`src/rtl/icache_tag_ctrl.sv`:
```
// Tag-array controller for a 2-way set-associative instruction cache:
// power-up/flush invalidation, lookup, LRU victim choice and line refill.
module icache_tag_ctrl #(
  parameter int addr_width = 4,
  parameter int tag_width  = 25,
  parameter int way        = 2
) (
  input  logic                  clk,
  input  logic                  rst,
  input  logic                  req_valid,
  output logic                  req_ready,
  input  logic [31:0]           req_addr,
  output logic                  resp_valid,
  output logic [way-1:0]        resp_way,
  input  logic                  flush_req,
  output logic [addr_width-1:0] TagV_addr_read,
  output logic [tag_width:0]    TagV_din_compare,
  input  logic [way-1:0]        hit,
  output logic [addr_width-1:0] TagV_addr_write,
  output logic [tag_width:0]    TagV_din_write,
  output logic [way-1:0]        TagV_we,
  output logic [way-1:0]        data_we,
  output logic                  mem_req,
  input  logic                  mem_req_ready,
  output logic [31:0]           mem_addr,
  input  logic                  mem_resp_valid
);

  typedef enum logic [2:0] {INIT, IDLE, LOOKUP, MISS, REFILL, WRITE} state_t;

  state_t                       state;
  logic [addr_width-1:0]        cnt;
  logic [addr_width-1:0]        idx_q;
  logic [tag_width-1:0]         tag_q;
  logic                         victim_q;
  logic [(1<<addr_width)-1:0]   lru;

  logic [addr_width-1:0]        req_idx;
  logic [tag_width-1:0]         req_tag;
  logic [way-1:0]               hit_way;
  logic [way-1:0]               victim_oh;
  logic                         unused_offset;

  assign req_idx       = req_addr[3 +: addr_width];
  assign req_tag       = req_addr[3 + addr_width +: tag_width];
  assign unused_offset = ^req_addr[2:0];

  assign mem_addr        = {tag_q, idx_q, 3'b000};
  assign TagV_addr_write = (state == INIT) ? cnt : idx_q;
  assign TagV_din_write  = (state == INIT) ? '0 : {1'b1, tag_q};

  // Lowest-numbered hitting way wins if the array reports more than one.
  always_comb begin
    hit_way = '0;
    for (int w = way - 1; w >= 0; w--) begin
      if (hit[w]) begin
        hit_way    = '0;
        hit_way[w] = 1'b1;
      end
    end
  end

  always_comb begin
    victim_oh           = '0;
    victim_oh[victim_q] = 1'b1;
  end

  // NOTE: every output gets a default before the case so no latch is inferred.
  always_comb begin
    req_ready        = 1'b0;
    resp_valid       = 1'b0;
    resp_way         = '0;
    TagV_we          = '0;
    data_we          = '0;
    mem_req          = 1'b0;
    TagV_addr_read   = idx_q;
    TagV_din_compare = {1'b1, tag_q};
    unique case (state)
      INIT: TagV_we = '1;
      IDLE: begin
        req_ready        = !flush_req;
        TagV_addr_read   = req_idx;
        TagV_din_compare = {1'b1, req_tag};
      end
      LOOKUP: begin
        if (|hit) begin
          resp_valid = 1'b1;
          resp_way   = hit_way;
          req_ready  = 1'b1;
          if (req_valid) begin
            TagV_addr_read   = req_idx;
            TagV_din_compare = {1'b1, req_tag};
          end
        end
      end
      MISS: mem_req = 1'b1;
      REFILL: begin
        if (mem_resp_valid) begin
          TagV_we = victim_oh;
          data_we = victim_oh;
        end
      end
      default: ;
    endcase
    // A reset cycle must never hand out a request slot or commit a refill.
    if (rst) begin
      req_ready  = 1'b0;
      resp_valid = 1'b0;
      mem_req    = 1'b0;
      TagV_we    = '0;
      data_we    = '0;
    end
  end

  // NOTE: sequential state uses non-blocking assignments only, so every
  // register samples the pre-edge values regardless of statement order.
  always_ff @(posedge clk) begin
    if (rst) begin
      state    <= INIT;
      cnt      <= '0;
      idx_q    <= '0;
      tag_q    <= '0;
      victim_q <= 1'b0;
      // NOTE: lru is small flop storage, not a RAM, so it is cleared here;
      // flush deliberately leaves it alone.
      lru      <= '0;
    end else begin
      unique case (state)
        INIT: begin
          cnt <= cnt + 1'b1;
          if (cnt == '1) state <= IDLE;
        end
        IDLE: begin
          if (flush_req) begin
            state <= INIT;
            cnt   <= '0;
          end else if (req_valid) begin
            idx_q <= req_idx;
            tag_q <= req_tag;
            state <= LOOKUP;
          end
        end
        LOOKUP: begin
          if (|hit) begin
            // Point lru at the way that did not hit.
            lru[idx_q] <= hit_way[0];
            if (req_valid) begin
              idx_q <= req_idx;
              tag_q <= req_tag;
            end else begin
              state <= IDLE;
            end
          end else begin
            victim_q <= lru[idx_q];
            state    <= MISS;
          end
        end
        MISS:   if (mem_req_ready) state <= REFILL;
        REFILL: if (mem_resp_valid) state <= WRITE;
        WRITE: begin
          lru[idx_q] <= ~victim_q;
          state      <= LOOKUP;
        end
        default: state <= INIT;
      endcase
    end
  end

endmodule
```
`config.mk`:
```
export PLATFORM = sky130hd
export DESIGN_NAME = icache_tag_ctrl
export DESIGN_NICKNAME = d
export VERILOG_FILES = /design/src/rtl/icache_tag_ctrl.sv
export SDC_FILE = /design/constraint.sdc
export NUM_CORES = 1
export LEC_CHECK = 0
export ABC_AREA = 1
export CAP_MARGIN = 0
export CORE_UTILIZATION = 38
export DETAILED_ROUTE_END_ITERATION = 7
export GPL_ROUTABILITY_DRIVEN = 0
export PLACE_DENSITY_LB_ADDON = 0.05
export SYNTH_ARGS = -nofsm -noshare
export SYNTH_HDL_FRONTEND = slang
export SYNTH_SLANG_ARGS = --single-unit
```
`constraint.sdc`:
```
create_clock -name clk -period 3.22 [get_ports clk]
set_clock_uncertainty 0.05 [all_clocks]
set_input_delay 0.644 -clock clk [delete_from_list [all_inputs] [get_ports clk]]
set_output_delay 0.644 -clock clk [all_outputs]
set_load 0.05 [all_outputs]
```
==> results of run 1 <==
==> sequential cells by signal, indices dropped and copies added (netlist names) <==
register and cells:
idx_q 4, tag_q 25, cnt 4, state 3
lru 16, victim_q 1
==> power by group through the flow <==
| stage | clock network (mW) | registers (mW) | logic, mW |
|---|---|---|---|
| after floorplan | 0 | 1.41 | 2.49 |
| after global placement | 0 | 1.01 | 4.68 |
| after detailed placement | 0 | 1.01 | 4.72 |
| after CTS | 0.425 | 0.998 | 4.73 |
| after global routing | 0.447 | 1.02 | 4.97 |
| final | 0.411 | 0.999 | 4.72 |
==> layer usage <==
metal,GRT usage,vias up
met3,0.0272,9
met2,0.383,118
met1,0.283,1953
met5,0,-
met4,0.0491,0
li1,-,2169
==> cell type report <==
cell class,instances,share of cell area
clock inverters,2,0.00252
well taps,129,0.0296
flip-flops and latches,53,0.194
clock buffers,6,0.0151
multi-input cells,457,0.395
repair buffers,141,0.324
inverters,56,0.0390
==> worst min path at each step <==
stage | start | end | slack, ps | cells past startpoint
final | cnt[1]$_SDFFE_PP0P_ | cnt[1]$_SDFFE_PP0P_ | 440 | 2
after global routing | lru[0]$_SDFFE_PP0P_ | lru[0]$_SDFFE_PP0P_ | 470 | 2
after CTS | cnt[1]$_SDFFE_PP0P_ | cnt[1]$_SDFFE_PP0P_ | 440 | 2
after detailed placement | lru[13]$_SDFFE_PP0P_ | lru[13]$_SDFFE_PP0P_ | 420 | 2
after global placement | lru[5]$_SDFFE_PP0P_ | lru[5]$_SDFFE_PP0P_ | 410 | 2
after floorplan | lru[15]$_SDFFE_PP0P_ | lru[15]$_SDFFE_PP0P_ | 400 | 2
==> worst max-delay path, cell delays in order <==
cell	delay [ps]
clkdlybuf4s50_1	430
nor2_2	140
inv_1	70
nor2_2	150
inv_1	170
nand2_8	210
nand2_1	70
o211ai_1	170
buf_12	190
==> cell families (layout without fill, tap and decap cells) <==
kind of cell / after synthesis / count (layout)
AND/OR/NAND/NOR: 303 / 303
other: 2 / 4
AO/OA/AOI/OAI: 149 / 149
buffers and inverters: 96 / 205
flip-flops: 53 / 53
adder cells (fa/ha/maj): 1 / 1
==> through the flow <==
step,hold WS [ps],util,worst slack [ps]
after floorplan,401,-,537
after global placement,413,0.577,191
after detailed placement,418,0.577,177
after CTS,443,0.587,175
after global routing,473,0.588,61.1
final,440,0.588,261
==> layout by cell type, fill, tap and decap left out, types with 2 or more instances in the layout <==
cell | netlist | routed
a21oi_1 | 52 | 52
buf_12 | 0 | 38
buf_4 | 6 | 9
clkbuf_8 | 0 | 6
clkdlybuf4s50_1 | 0 | 94
conb_1 | 2 | 4
dfxtp_1 | 53 | 53
inv_1 | 51 | 51
inv_2 | 3 | 3
nand2_1 | 168 | 168
nand2_2 | 2 | 2
nand3_1 | 29 | 29
nor2_1 | 92 | 92
nor2_2 | 3 | 3
nor3_1 | 4 | 4
o211ai_1 | 28 | 28
o21a_1 | 26 | 26
o21ai_0 | 40 | 40
==> impl_metrics.yaml, run 1 <==
status:
  status: "finished, final reports clean"
power:
  p_sw_mw: 3.41
  combPwrFrac: 0.770
  p_clk_frac: 0.067
  total_power_mw: 6.13
  p_int_mw: 2.72
  p_sw_frac: 0.557
  p_seq_frac: 0.163
  cellLeakagePower_nw: 2.20
  powerDensity_mw_per_mm2: 1120
  peakVddDrop_mv: 0.517
yosys:
  synthSimpleGateAreaFrac: 0.335
  synth_cell_types: 29
  async_flop_share: 0
  ys_ff_latch: 53
  synthCells: 604
  ys.flop_type: "dfxtp_1"
  synth_compound_area_frac: 0.243
  synth_edf_count: 0
  seq_area_frac_synth: 0.289
  synth_top_area_share: 0.289
  synth_xor_xnor_area_share: 0
  synth_area_leaders: "dfxtp_1 (29%), nand2_1 (17%), nor2_1 (9.4%)"
  yosys.area_share.adder: 0.00341
  yosys-top-cells-count: "nand2_1 (168), nor2_1 (92), dfxtp_1 (53), a21oi_1 (52), inv_1 (51)"
  yosysWarnings: 0
  syn_area_mm2: 0.00367
  synth_top_family_by_area: "simple AND/OR/NAND/NOR gates"
  synthMuxAreaShare: 0
  synth.most_common_cell: "nand2_1"
  syn_area_per_cell_um2: 6.08
  yosys.area.top_type: "dfxtp_1"
cts:
  clk_latency_ps: 310
  ctsResizeCount: 0
  cts.sinks: 53
  cts_tree: "built"
  clockBufferDepth: 2
  hold_buffers: 0
  cts_max_level: 2
  root_buffer: "clkbuf_8"
  clk_pin_slew_ps: 100
  cts_buffers: 5
  cts_setup_buffers: 0
cells_and_area:
  seq_area_mm2: 0.00106
  diodes: 0
  final_design_area_no_fill_mm2: 0.00546
  syn2layout_area_growth_pct: 48.6
  finalNetCount: 755
  fillers: 886
  multi_input_area_mm2: 0.00216
  drive_gt1_frac: 0.0965
  final_cells: 844
floorplan:
  dieArea_mm2: 0.0101
  io_pins: 141
  die_y_um: 100
  dieWidth_um: 100
  start_util: 0.396
  core_area_mm2: 0.00928
  rows: 35
routing:
  vias: 4249
  drt_iter0_drc: 178
  routed.top_layer: "met4"
  wl_met3_um: 513
  dr_wl_met2_mm: 5.43
  ant_nets: 0
  dr.pass1.iters: 4
  drc: 0
  wire_per_inst_um: 13.4
  avgViaCountPerCell: 5.03
  wl_met1_mm: 5.24
  totalWireLength_mm: 11.3
critical_path:
  endpoint: "TagV_din_compare[24]"
  cp-startpoint: "hit[1]"
  r2r-end: "tag_q[0]$_SDFFE_PP0P_"
  path_max_fanout: 28
  crit_arrival_ps: 2260
  rr_startpoint: "state[2]$_SDFFE_PP0P_"
  crit_path_start_kind: "primary input"
  end_kind: "primary output"
  rr_worst_depth: 9
  cp.required_ps: 2530
  ff2ff_setup_slack_ps: 1070
  crit_type: "in -> out"
timing:
  fin_setup_tns_ps: 0
  slew_viol_final: 0
  max_freq_ghz: 0.338
  timing.slew.headroom: 0.531
  hold_violations: 0
  rsz0062_at_grt: "false"
  setup_viol: 0
  tightest_slew_ps: 703
  min_period_ps: 2960
  fin_crit_sh: 0.919
global_route:
  antenna_found_initial: 0
  grt_first_pass_wirelength_mm: 17.8
  grt_max_degree: 58
  grt_usage: 0.218
  overflow: 0
  grt_pass1_vias: 3700
place:
  place_hpwl_mm: 8.06
  place_inst: 836
  dpl_cell_area_mm2: 0.00535
  io_buffers: 133
min_path:
  hold_path.class: "reg -> reg"
job:
  drv_cap: 0
(Power assumes the default switching activity.)
==> inputs of run 2 (changes only) <==
--- a/config.mk
+++ b/config.mk
@@ -10,7 +10,7 @@
 export CORE_UTILIZATION = 38
 export DETAILED_ROUTE_END_ITERATION = 7
 export GPL_ROUTABILITY_DRIVEN = 0
-export PLACE_DENSITY_LB_ADDON = 0.05
+export PLACE_DENSITY_LB_ADDON = 0.1
 export SYNTH_ARGS = -nofsm -noshare
 export SYNTH_HDL_FRONTEND = slang
 export SYNTH_SLANG_ARGS = --single-unit
==> run 2 against run 1 <==
Net effect: routed wire length grew 2.0%; register-to-register slack is essentially flat; flip-flop and latch count is the same; cell count is the same; critical path depth shrank 5; utilization shrank 0.69 points; via count grew 0.56%; worst hold slack gained 3.7 ps; largest power group unchanged.
==> impl_metrics.yaml, run 2 (synthesis results as in run 1) <==
timing:
  tightest_slew_ps: 698
  slew_viol_final: 0
  fin_crit_sh: 0.969
  setup_ws_ps: 100
  fin_setup_tns_ps: 0
  min_period_ps: 3120
  max_freq_ghz: 0.321
  timing.slew.headroom: 0.534
  rsz0062_at_grt: "false"
  setup_viol: 0
  hold_violations: 0
cells_and_area:
  final_common_cell: "nand2_1"
  largest_registers: "tag_q (25), lru (16)"
  fillers: 947
  largest_reg_flops: 25
  syn2layout_area_growth_pct: 46.8
  largest_register: "tag_q"
  finalNetCount: 755
  diodes: 0
  mostFrequentLayoutCells: "nand2_1 (168), nor2_1 (92), clkdlybuf4s50_1 (70)"
  final_cells: 844
  drive_gt1_frac: 0.130
global_route:
  antenna_found_initial: 0
  grt_pass1_vias: 3915
  grt_max_degree: 58
  grt_first_pass_wirelength_mm: 19.2
  overflow: 0
  grt_usage: 0.235
routing:
  vias: 4273
  drt_iter0_drc: 206
  drc: 0
  dr.pass1.iters: 4
  avgViaCountPerCell: 5.06
  ant_nets: 0
  totalWireLength_mm: 11.5
  wire_per_inst_um: 13.6
job:
  drv_cap: 0
critical_path:
  crit_arrival_ps: 2430
  cp.required_ps: 2530
  path_max_fanout: 12
  end_kind: "primary output"
  crit_path_start_kind: "flip-flop"
  crit_type: "reg -> out"
status:
  status: "finished, final reports clean"
power:
  p_sw_mw: 3.41
  p_int_mw: 2.70
  p_clk_frac: 0.068
  cellLeakagePower_nw: 2.25
  total_power_mw: 6.10
  powerDensity_mw_per_mm2: 1130
  p_seq_frac: 0.163
  peakVddDrop_mv: 0.638
  p_sw_frac: 0.558
  combPwrFrac: 0.769
floorplan:
  start_util: 0.396
  dieArea_mm2: 0.0101
  core_area_mm2: 0.00928
  dieWidth_um: 100
  rows: 35
  die_y_um: 100
  io_pins: 141
cts:
  clockBufferDepth: 2
  cts_tree: "built"
  hold_buffers: 0
  clk_pin_slew_ps: 100
  cts_max_level: 2
  cts.sinks: 53
  root_buffer: "clkbuf_8"
  cts_setup_buffers: 0
  clk_latency_ps: 300
  cts_buffers: 5
  ctsResizeCount: 0
place:
  place_inst: 836
  io_buffers: 133
  preCtsSetupSlack_ps: 199
  place_hpwl_mm: 8.12
min_path:
  hold_path.class: "reg -> reg"
run 2: power by group through the flow:
stage               sequential, mW  combinational (mW)  clock [mW]
finish                       0.993                4.70       0.416
global route                  1.02                4.97       0.449
CTS                          0.991                4.72       0.426
detailed placement            1.01                4.71           0
global placement              1.00                4.67           0
floorplan                     1.41                2.49           0
run 2: metal layers:
metal / wire length (um) / vias up / global-route usage
met2: 5560 / 142 / 0.411
met4: 70 / 0 / 0.0379
met5: 0 / - / 0
li1: - / 2177 / -
met3: 659 / 7 / 0.0334
met1: 5220 / 1947 / 0.311
run 2: per-stage QoR:
step / cell area (um^2) / hold WS, ps / utilization
after floorplan: 3680 / 401 / -
after global placement: 5290 / 412 / 0.570
after detailed placement: 5290 / 425 / 0.570
after CTS: 5390 / 449 / 0.581
after global routing: 5390 / 467 / 0.581
final: 5390 / 443 / 0.581
run 2: area by class of cell:
cell class	count	area [um^2]	area share
inverter	56	213	0.0394
timing repair buffer	141	1710	0.317
clock inverter	1	5.00	0.000928
tap	129	161	0.0299
clock buffer	7	96.3	0.0179
sequential	53	1060	0.197
multi-input combinational	457	2150	0.398
run 2: worst paths after layout:
path | from | to | slack (ps) | depth (start not counted)
worst min register to register | lru[0]$_SDFFE_PP0P_ | lru[0]$_SDFFE_PP0P_ | 440 | 2
worst min-delay path | lru[0]$_SDFFE_PP0P_ | lru[0]$_SDFFE_PP0P_ | 440 | 2
worst max register to register | state[2]$_SDFFE_PP0P_ | tag_q[22]$_SDFFE_PP0P_ | 1060 | 9
worst max-delay path | state[1]$_SDFFE_PP0P_ | TagV_addr_write[1] | 100 | 4
run 2: critical path, stage by stage, from the launching register on:
cell and delay (ps):
dfxtp_1 370, nor2_1 200, nand2_1 300, o21ai_0 380, clkdlybuf4s50_1 870
==> inputs of run 3 (changes only) <==
--- a/config.mk
+++ b/config.mk
@@ -8,9 +8,11 @@
 export ABC_AREA = 1
 export CAP_MARGIN = 0
 export CORE_UTILIZATION = 38
+export CTS_BUF_LIST = sky130_fd_sc_hd__clkbuf_16
 export DETAILED_ROUTE_END_ITERATION = 7
 export GPL_ROUTABILITY_DRIVEN = 0
 export PLACE_DENSITY_LB_ADDON = 0.1
+export SLEW_MARGIN = 20
 export SYNTH_ARGS = -nofsm -noshare
 export SYNTH_HDL_FRONTEND = slang
 export SYNTH_SLANG_ARGS = --single-unit
==> run 3 against run 2 <==
Net effect: worst setup slack better by 51 ps; critical path depth is the same; combinational power barely moved; non-clock buffer count did not move; die area unchanged; utilization increased by 0.39 points; largest power group unchanged.
==> impl_metrics.yaml, run 3 (synthesis results as in run 1) <==
power:
  total_power_mw: 6.20
  peakVddDrop_mv: 0.638
  p_sw_frac: 0.551
  combPwrFrac: 0.756
  p_int_mw: 2.79
  powerDensity_mw_per_mm2: 1140
  p_clk_frac: 0.084
  p_sw_mw: 3.42
  p_seq_frac: 0.160
  cellLeakagePower_nw: 2.26
global_route:
  use_met2: 0.410
  grt_pass1_vias: 3921
  top_usage_layer: "met2"
  antenna_found_initial: 0
  grt_max_degree: 58
  grtUsageMet3: 0.0355
  grt_usage: 0.236
  use_met1: 0.315
  overflow: 0
  grt_first_pass_wirelength_mm: 19.3
cells_and_area:
  finalNetCount: 755
  final_common_cell: "nand2_1"
  fillers: 945
  final_core_util: 0.585
  syn2layout_area_growth_pct: 47.8
  drive_gt1_frac: 0.127
  mostFrequentLayoutCells: "nand2_1 (168), nor2_1 (92), clkdlybuf4s50_1 (70)"
  largest_registers: "tag_q (25), lru (16)"
  largest_reg_flops: 25
  diodes: 0
  largest_register: "tag_q"
routing:
  totalWireLength_mm: 11.5
  avgViaCountPerCell: 5.04
  dr.pass1.iters: 6
  vias: 4256
  drt_iter0_drc: 221
  wire_per_inst_um: 13.6
  drc: 0
  ant_nets: 0
cts:
  cts_buffers: 5
  ctsResizeCount: 0
  cts_setup_buffers: 0
  clk_pin_slew_ps: 70
  clockBufferDepth: 2
  clk_latency_ps: 290
  cts_tree: "built"
  hold_buffers: 0
  root_buffer: "clkbuf_16"
  cts_max_level: 2
  cts.sinks: 53
critical_path:
  rr_worst_depth: 9
  path_delay_family: "buffers and inverters"
  crit_path_start_kind: "flip-flop"
  crit_path_max_incr_delay_ps: 860
  end_kind: "primary output"
  path_max_fanout: 12
  critical_path.cell_chain: "nor2_1 -> nand2_1 -> o21ai_0 -> clkdlybuf4s50_1"
  crit_arrival_ps: 2380
  crit_slowest_cell: "clkdlybuf4s50_1"
  cp.depth: 4
  cp.required_ps: 2530
  crit_type: "reg -> out"
  crit_buf_inv: 1
place:
  io_buffers: 133
  place_hpwl_mm: 8.12
timing:
  timing.slew.headroom: 0.530
  tightest_slew_ps: 705
  setup_viol: 0
  slew_viol_final: 0
  min_period_ps: 3070
  rsz0062_at_grt: "false"
  holdWs_ps: 436
  fin_crit_sh: 0.953
  fin_setup_tns_ps: 0
  max_freq_ghz: 0.326
  hold_violations: 0
floorplan:
  io_pins: 141
  dieArea_mm2: 0.0101
  core_area_mm2: 0.00928
  dieWidth_um: 100
  start_util: 0.396
  rows: 35
  die_y_um: 100
min_path:
  hold_path.class: "reg -> reg"
  min_path_cells: 2
job:
  drv_cap: 0
status:
  status: "finished, final reports clean"
==> run 3: per-stage QoR <==
step	instance area [um^2]	std cells	worst slack, ps
after global routing	5430	844	52.5
final	5430	844	151
after CTS	5430	844	171
after detailed placement	5290	836	199
after global placement	5290	836	226
after floorplan	3680	606	537
==> run 3: worst paths after layout <==
kind,from,endpoint,slack [ps]
setup / recovery,state[1]$_SDFFE_PP0P_,TagV_addr_write[1],150
setup reg to reg,state[2]$_SDFFE_PP0P_,tag_q[22]$_SDFFE_PP0P_,1090
hold reg to reg,lru[0]$_SDFFE_PP0P_,lru[0]$_SDFFE_PP0P_,440
hold / removal,lru[0]$_SDFFE_PP0P_,lru[0]$_SDFFE_PP0P_,440
==> run 3: metal layers <==
metal / vias up / share of wire / wire length [um]
met3: 6 / 0.068 / 776
met2: 151 / 0.49 / 5570
met4: 0 / 0.0055 / 63
met5: - / 0 / 0
li1: 2170 / - / -
met1: 1929 / 0.44 / 5070
==> run 3: area by class of cell <==
class	count	area, um^2	area share
clock buffer	5	125	0.0230
timing repair buffer	141	1710	0.315
inverter	56	213	0.0392
multi-input combinational	457	2150	0.396
clock inverter	3	12.5	0.00230
sequential	53	1060	0.195
tap	129	161	0.0297
==> run 3: tightest hold or removal path: cells and delay by family (launching register included) <==
family / cells / cell delay [ps]
flops: 1 / 330
simple gates: 1 / 80
compound gates: 1 / 40
==> run 3: power by group through the flow <==
stage | clock network (mW) | registers [mW] | logic [mW]
6_report | 0.520 | 0.993 | 4.69
5_1_grt | 0.557 | 1.02 | 4.97
4_1_cts | 0.530 | 0.992 | 4.72
3_5_place_dp | 0 | 1.01 | 4.71
3_3_place_gp | 0 | 1.00 | 4.67
2_1_floorplan | 0 | 1.41 | 2.49
==> variant 1, RTL diff (flow settings as in run 1) <==
`way`: 2 -> 1. Comments in the files are not updated.
--- a/src/rtl/icache_tag_ctrl.sv
+++ b/src/rtl/icache_tag_ctrl.sv
@@ -3,7 +3,7 @@
 module icache_tag_ctrl #(
   parameter int addr_width = 4,
   parameter int tag_width  = 25,
-  parameter int way        = 2
+  parameter int way        = 1
 ) (
   input  logic                  clk,
   input  logic                  rst,
Interface: changed (resized TagV_we, data_we, hit and resp_way); port bits go from 141 to 137. The function was not compared with the original's and may differ.
==> variant 1 against run 1 <==
  * Register-to-register slack better by 70 ps
  * Synthesized cell count grew 3.5%
  * Sequential share of layout area about the same
  * Final cell count grew 2.8%
  * Routed wire length is 3.5% higher
  * Non-clock buffer count grew 4
  * Sequential cell count unchanged
  * Power down 22%
  * Via count up 1.8%
  * Count of clock-buffer cells in the layout grew 1
  * Global-route usage rose by 1.6 points
  * Design area barely moved
  * Worst setup slack worse by 61 ps
  * Area after synthesis shrank 1.3%
  * Critical path type is now register to primary output
==> variant 1: results <==
[min_path]
hold_end = tag_q[18]
hp-start = tag_q[18]

[global_routing]
grt_max_degree = 51
grt_pass1_vias = 3924
grt.total_usage_pct = 23.3
grt_first_pass_wirelength_um = 19000

[route]
vias = 4327
viasPerCell = 4.99
firstDrtPassIters = 4
dr.first_iter.drc_count = 254
wl_per_cell_um = 13.4

[sta]
holdWs_ps = 435
worstMarginPinSlew_ps = 675
setup_ws_ps = 200

[synthesis]
synthTopCellsByCount = 163 x nand2_1, 108 x nor2_1, 72 x a21oi_1, 70 x inv_1, 53 x dfxtp_1
seq_area_frac_synth_pct = 29.3
synthTopCellsByArea = dfxtp_1 29%, nand2_1 17%, nor2_1 11%, a21oi_1 9.9%, inv_1 7.2%
synth_cell_type_count = 31
synth.avg_cell_area_um2 = 5.80

[layout]
nNetsFinal = 779
final_layout_size_suffix_gt1_share_pct = 9.88

[place]
hpwlAfterDp_um = 8300
dp_cells = 861
placed_cell_area_um2 = 5370

[power_and_ir_drop]
switchingPower_mw = 2.60
leakage_nw = 2.27
ir_drop_mv = 0.779
total_power_mw = 4.80
p_clk_mw = 0.386

[critical_path]
startpoint = state[0]
rr_startpoint = state[2]
arrival_ps = 2330
reg2reg_slack_ps = 1140
cp_max_fo = 25
r2r-end = lru[7]

[run_status]
status = complete, no violations

[clock_tree]
max-clock-path-buffers = 2
cts_root_buf = clkbuf_8
postCtsSetupRepairBufs = 0
variant 1: worst max-delay path, stage by stage, from the launching register on:
cell	delay, ps
dfxtp_1	380
inv_2	140
nand2_1	100
nor2_2	220
buf_4	360
nor2_1	100
clkdlybuf4s50_1	710
variant 1: final cells by class:
cell class / instances / area, µm²
Inverter: 76 / 285
Multi-Input combinational cell: 458 / 2090
Clock buffer: 7 / 86.3
Timing Repair Buffer: 145 / 1770
Fill cell: 919 / 3790
Sequential cell: 53 / 1060
Tap cell: 129 / 161
variant 1: kinds of logic after synthesis:
kind of cell / synth area share [%]
other: 0.207
AO/OA/AOI/OAI: 22.0
buffers and inverters: 13.5
flip-flops: 29.3
AND/OR/NAND/NOR: 34.7
adder cells (fa/ha/maj): 0.345
variant 1: layer usage:
metal / routed length, µm / GRT usage (%)
met1: 5350 / 30.3
met2: 5500 / 40.6
met3: 685 / 3.30
met4: 135 / 5.32
met5: 0 / 0
==> variant 2, RTL diff (settings of run 1) <==
Without the edit above. Encoding of `state_t`: now one-hot (6 bits for 6 states).
--- a/src/rtl/icache_tag_ctrl.sv
+++ b/src/rtl/icache_tag_ctrl.sv
@@ -26,7 +26,7 @@
   input  logic                  mem_resp_valid
 );
 
-  typedef enum logic [2:0] {INIT, IDLE, LOOKUP, MISS, REFILL, WRITE} state_t;
+  typedef enum logic [5:0] {INIT = 6'b000001, IDLE = 6'b000010, LOOKUP = 6'b000100, MISS = 6'b001000, REFILL = 6'b010000, WRITE = 6'b100000} state_t;
 
   state_t                       state;
   logic [addr_width-1:0]        cnt;
Behaviour: no difference found for any inputs over 10 cycles, from zero or initial values and one cycle with rst high; not proved beyond that.
==> variant 2 against run 1 <==
  * Area after synthesis increased by 7.9%
  * Sequential share of layout area increased by 1.2 points
  * Worst setup slack got worse by 160 ps
  * Die area increased by 7.8%
  * Via count increased by 7.4%
  * Sequential cell count increased by 3
  * Highest routed layer unchanged
  * Routed wire length increased by 10%
  * Register-to-register slack improved by 160 ps
  * Design area decreased by 0.55%
Power is not compared: it rests on default switching activity, and its combinational part moved more than twofold at a synthesized area within 25%.
==> variant 2: results <==
[route]
wl_met3_um = 579
met1_length_um = 5890
dr.first_iter.drc_count = 173
vias = 4564
wl_per_cell_um = 13.2
firstDrtPassIters = 5
wl_met2_um = 5770

[critical_path]
r2r-end = cnt[2]
cp_max_fo = 26
rr_startpoint = state[3]
critical-path-max-stage-delay_ps = 720
r2r_cells = 10

[layout]
fin_cells = 937
final_layout_size_suffix_gt1_share_pct = 10.7

[place]
dp_cells = 929
placed_cell_area_um2 = 5340
hpwlAfterDp_um = 8870
place_ws_ps = 205

[synthesis]
synth.avg_cell_area_um2 = 5.78
synth_compound_area_share_pct = 12.1
synthTopCellsByCount = 196 x nand2_1, 139 x nor2_1, 71 x o21ai_0, 64 x inv_1, 56 x dfxtp_1
seq_area_frac_synth_pct = 28.3
synth_cell_type_count = 32
synthAdderAreaFrac_pct = 0.316

[global_routing]
grt_max_degree = 51
grtUsageMet1_pct = 30.9
grt_first_pass_wirelength_um = 20900
grt_pass1_vias = 4206
gr-usage-met2_pct = 39.3
grt_use_met3_pct = 3.07
grt.total_usage_pct = 23.1

[min_path]
hp-start = lru[12]

[run_status]
status = complete, no violations
==> variant 2: worst max path at each step <==
stage          startpoint                   end  slack (ps)
3_3_place_gp       hit[0]  TagV_din_compare[22]         170
2_1_floorplan    state[3]    TagV_addr_write[1]         260
4_1_cts          state[3]    TagV_din_write[23]          70
6_report         state[3]    TagV_din_write[23]         100
5_1_grt          state[3]    TagV_din_write[23]         -70
3_5_place_dp       hit[0]   TagV_din_compare[5]         200
==> variant 2: final cells by class <==
| class | instances | area, µm² |
|---|---|---|
| Timing Repair Buffer | 145 | 1430 |
| Clock buffer | 8 | 90.1 |
| Tap cell | 133 | 166 |
| Fill cell | 1022 | 4530 |
| Sequential cell | 56 | 1120 |
| Inverter | 71 | 267 |
| Multi-Input combinational cell | 524 | 2350 |
==> variant 2: kinds of logic (layout without fill, tap and decap cells) <==
kind of cell,after synthesis,after routing
compound gates,93,93
fa+ha+maj,1,1
buf+inv,108,224
flops,56,56
other cells,2,4
simple gates,426,426
